File: config.mk
export PLATFORM = sky130hd
export DESIGN_NAME = booth_divider
export DESIGN_NICKNAME = d
export VERILOG_FILES = /design/src/rtl/booth_divider.sv
export SDC_FILE = /design/constraint.sdc
export NUM_CORES = 1
export LEC_CHECK = 0
export BUFFER_PORTS_ARGS = -buffer_cell sky130_fd_sc_hd__buf_2
export CORE_UTILIZATION = 40
export DETAILED_ROUTE_END_ITERATION = 10
export MAX_ROUTING_LAYER = met4
export PLACE_DENSITY = 0.65
export SLEW_MARGIN = 10
export SYNTH_ARGS = -nofsm -noshare
export SYNTH_HDL_FRONTEND = slang
export SYNTH_SLANG_ARGS = --single-unit
File: constraint.sdc
create_clock -name clk -period 4.2 [get_ports clk]
set_input_delay 0.63 -clock clk [delete_from_list [all_inputs] [get_ports clk]]
set_output_delay 0.63 -clock clk [all_outputs]
set_load 0.01 [all_outputs]
File: src/rtl/booth_divider.sv
// Sequential signed divider: radix-2 non-restoring, one quotient bit per clock.
// Companion to the radix-2 Booth multiplier; start/done handshake, truncating division.
module booth_divider #(
    parameter int DATA_WIDTH = 8
) (
    input  logic                  clk,
    input  logic                  rst,
    input  logic                  start,
    input  logic [DATA_WIDTH-1:0] x,
    input  logic [DATA_WIDTH-1:0] y,
    output logic                  busy,
    output logic                  done,
    output logic [DATA_WIDTH-1:0] Q,
    output logic [DATA_WIDTH-1:0] R,
    output logic                  dbz,
    output logic                  ovf
);
    localparam int N  = DATA_WIDTH;
    localparam int CW = $clog2(N + 1);

    typedef enum logic [1:0] {IDLE, CALC, FIX} state_t;

    state_t        state;
    logic [CW-1:0] counter;
    logic [2*N:0]  pa;      // {P, A}: partial remainder over dividend/quotient shift register
    logic [N:0]    b;
    logic          xneg, qneg, yzero;

    logic [N:0]    x_abs, y_abs, p, p_sh, p_nx;
    logic [N-1:0]  a, r_mag;

    always_comb begin
        x_abs = x[N-1] ? -{1'b1, x} : {1'b0, x};
        y_abs = y[N-1] ? -{1'b1, y} : {1'b0, y};
        p     = pa[2*N:N];
        a     = pa[N-1:0];
        p_sh  = pa[2*N-1:N-1];
        p_nx  = p[N] ? p_sh + b : p_sh - b;
        r_mag = N'(p[N] ? p + b : p);
    end

    always_ff @(posedge clk or negedge rst) begin
        if (!rst) begin
            state   <= IDLE;
            counter <= '0;
            pa      <= '0;
            b       <= '0;
            xneg    <= 1'b0;
            qneg    <= 1'b0;
            yzero   <= 1'b0;
            busy    <= 1'b0;
            done    <= 1'b0;
            Q       <= '0;
            R       <= '0;
            dbz     <= 1'b0;
            ovf     <= 1'b0;
        end else begin
            done <= 1'b0;
            case (state)
                IDLE: if (start) begin
                    pa    <= {{N{1'b0}}, x_abs};
                    b     <= y_abs;
                    xneg  <= x[N-1];
                    qneg  <= x[N-1] ^ y[N-1];
                    yzero <= (y == '0);
                    busy  <= 1'b1;
                    if (y == '0) begin
                        state   <= FIX;
                        counter <= CW'(1);
                    end else begin
                        state   <= CALC;
                        counter <= CW'(N);
                    end
                end
                CALC: begin
                    pa <= {p_nx, pa[N-2:0], ~p_nx[N]};
                    // counter parks at 1 through FIX so it reads 0 only in IDLE
                    if (counter == CW'(1)) state <= FIX;
                    else                   counter <= counter - CW'(1);
                end
                FIX: begin
                    Q   <= yzero ? '1 : (qneg ? -a : a);
                    R   <= yzero ? (xneg ? -a : a) : (xneg ? -r_mag : r_mag);
                    dbz <= yzero;
                    // a positive quotient of magnitude 2^(N-1) only arises from MIN / -1
                    ovf <= !yzero && !qneg && a[N-1];
                    state   <= IDLE;
                    counter <= '0;
                    busy    <= 1'b0;
                    done    <= 1'b1;
                end
                default: begin
                    state   <= IDLE;
                    counter <= '0;
                    busy    <= 1'b0;
                end
            endcase
        end
    end
endmodule

==> run summary <==
Outcome -> finished with violations
Failing checks -> DRC
Number of vias per cell -> 5.46
Critical Path, Cell by Cell -> mux2_2, inv_1, fa_1, nor2b_1, o21ai_1, a21boi_1, o21ai_1, a21oi_1, xnor2_1, mux2_2
VDD IR-drop max -> 338 µV
Most frequent cells in the layout -> 55 x dfrtp_1, 54 x nand2_1, 38 x buf_2, 31 x nor2_1, 28 x xnor2_1
Post-synth EDFFs -> 0
Layout cells sized above 1 -> 12.0%
Nets -> 508
Congestion Overflow GR -> 0
Routed WL -> 8.64 mm
Final hold vios -> 0
Synthesized cell area -> 3780 µm²
Buf/Inv on CP -> 1
Leak -> 1.90 nW
Worst min path class -> in -> async
Critical Setup Path Class -> reg -> reg
Post-CTS Setup Repair Bufs -> 0
Max-Cap Viols -> 0
Hold_buf cts -> 0
Warnings, synthesis -> 0
Clk buf depth -> 2
Drc violations -> 2
Global-route wire length before repair -> 14.7 mm
Vias -> 3151
Most common cell after layout, fill and taps aside -> dfrtp_1
DIE AREA -> 9840 µm²
Max H-tree Level -> 2
Final antenna diode count -> 0
Final Cycle Share -> 65.7%
Clock Latency Late Sink -> 0.32 ns
Die W -> 99.2 µm
Vias in the first global route -> 3049
Final Hold Slack -> 0.312 ns
Pwr Density -> 933 nW/µm²
# fillers -> 935
CTS Root Cell -> clkbuf_8
Post-synthesis net count -> 480
Layout area overhead -> 9.77%
Post-synthesis sequential area ratio -> 36.4%
Post-DRT Antenna Nets -> 0
Worst slew margin -> 50.5%
Gr usage total -> 19.4%
Syn_area_per_cell -> 8.64 µm²
Initial core utilization -> 41.1%
Die Y -> 99.2 µm
Port Buffers -> 38
Netlist cell types -> 54
Total CTS buffers -> 5
DP Wirelength -> 6.56 mm
Routed wire per std cell -> 15.0 µm
Worst endpoint required time -> 4.42 ns
Final Util -> 45.1%
Crit-path max cell delay -> 0.81 ns
Worst-margin pin slew -> 0.742 ns
Skew final -> 0.00723 ns
Ports -> 39
Synth top area cells -> dfrtp_1 36%, ha_1 7.3%, xnor2_1 6.5%
Max Fclk -> 362 MHz
Synthesized flop and latch total -> 55
Synth async-reset ratio -> 100%
Fin. max-slew vios -> 0
Setup TNS -> 0 ns
Clk slew on worst S/H paths -> 0.11 ns
Drt pass-1 iters -> 8
Cell accounting for the most synthesized area -> dfrtp_1
Antenna violations before repair -> 0
Post-CTS sizing -> 0
CP Capture Type -> register
Sink Count -> 55
Crit path max fanout -> 22
Setup violators final -> 0
Pin count of the biggest net entering global routing -> 36
Synth top area share -> 36.4%
Routability cong. -> 0.835
Slowest-stage cell, CP -> dfrtp_1
Mapped Cells -> 437
CP top delay family -> flip-flops
Critical Path Start Type -> register
Min Clock Period, post-route -> 2.76 ns
Arrival time of the worst setup path -> 2.97 ns
DRT iter0 DRCs -> 112
Most used DFF post-synth -> dfrtp_1
Row count -> 35
CTS tree -> done
Core Footprint -> 9200 µm²
RSZ-0062 raised after global routing -> no
-- worst reg2reg max path, stage by stage, from the launching register on --
cell and delay [ns]:
dfrtp_1 0.81, mux2_2 0.30, inv_1 0.05, fa_1 0.41
nor2b_1 0.15, o21ai_1 0.09, a21boi_1 0.21, o21ai_1 0.11
a21oi_1 0.17, xnor2_1 0.10, mux2_2 0.26
-- cells by family after synthesis --
kind of cell    count (synthesis)  share of synthesized area (%)
simple gates                  152                           19.5
compound gates                109                           18.5
flops                          55                           36.4
buf+inv                        45                           4.47
xor+xnor                       43                           9.97
fa+ha+maj                      24                           8.35
mux                             9                           2.82
-- registers in the layout, indices dropped and copies added (netlist names) --
signal   cells
pa          17
state        2
dbz          1
xneg         1
Q            8
b            9
R            8
ovf          1
busy         1
counter      4
yzero        1
qneg         1
done         1
-- layout make-up --
type / count / area (µm²) / area share (%)
tap: 111 / 139 / 3.35
inverter: 25 / 93.8 / 2.26
clock inverter: 3 / 23.8 / 0.573
multi-input combinational: 337 / 2230 / 53.8
timing repair buffer: 41 / 213 / 5.13
sequential: 55 / 1380 / 33.2
clock buffer: 5 / 68.8 / 1.66
-- path summary, 6_finish.rpt --
check	slack, ns	startpoint	endpoint	depth (start not counted)
worst max register to register	1.44	pa[16]	pa[0]	10
min in group clk	0.49	R[1]	R[1]	2
max in group asynchronous	3.10	rst	R[3]	2
worst min register to register	0.49	R[1]	R[1]	2
worst max-delay path	1.44	pa[16]	pa[0]	10
worst min-delay path	0.31	rst	pa[9]	1
-- synth_stat cells (12+ instances only) --
library cell	count
o21ai_0	27
xnor2_1	28
nor2_1	31
dfrtp_1	55
clkbuf_1	17
nand2b_1	12
ha_1	22
a21oi_1	25
nand2_1	54
xor2_1	15
inv_1	24
nor3_1	12
-- metal layers --
layer,track usage (%),vias to the layer above,part of all wire (%)
li1,-,1578,-
met3,2.53,8,4.2
met4,5.20,0,1.0
met5,-,-,0
met1,26.5,1499,49
met2,30.6,66,45
-- power by group --
part	leakage (nW)	internal [mW]	total (mW)	switching (mW)
Sequential	0.677	0.780	1.12	0.341
Combinational	1.18	1.14	2.43	1.29
Clock	0.0461	0.121	0.315	0.194
-- stage by stage --
step / total power, mW / worst slack (ns) / cell area (µm²) / cells
3_5_place_dp: 3.55 / 1.48 / 4050 / 569
5_1_grt: 4.28 / 1.22 / 4150 / 577
3_3_place_gp: 3.49 / 1.54 / 4050 / 569
4_1_cts: 3.88 / 1.46 / 4150 / 577
2_1_floorplan: 2.98 / 1.48 / 3780 / 437
6_report: 3.87 / 1.44 / 4150 / 577
Note: power is estimated with default switching activity, not from simulation.
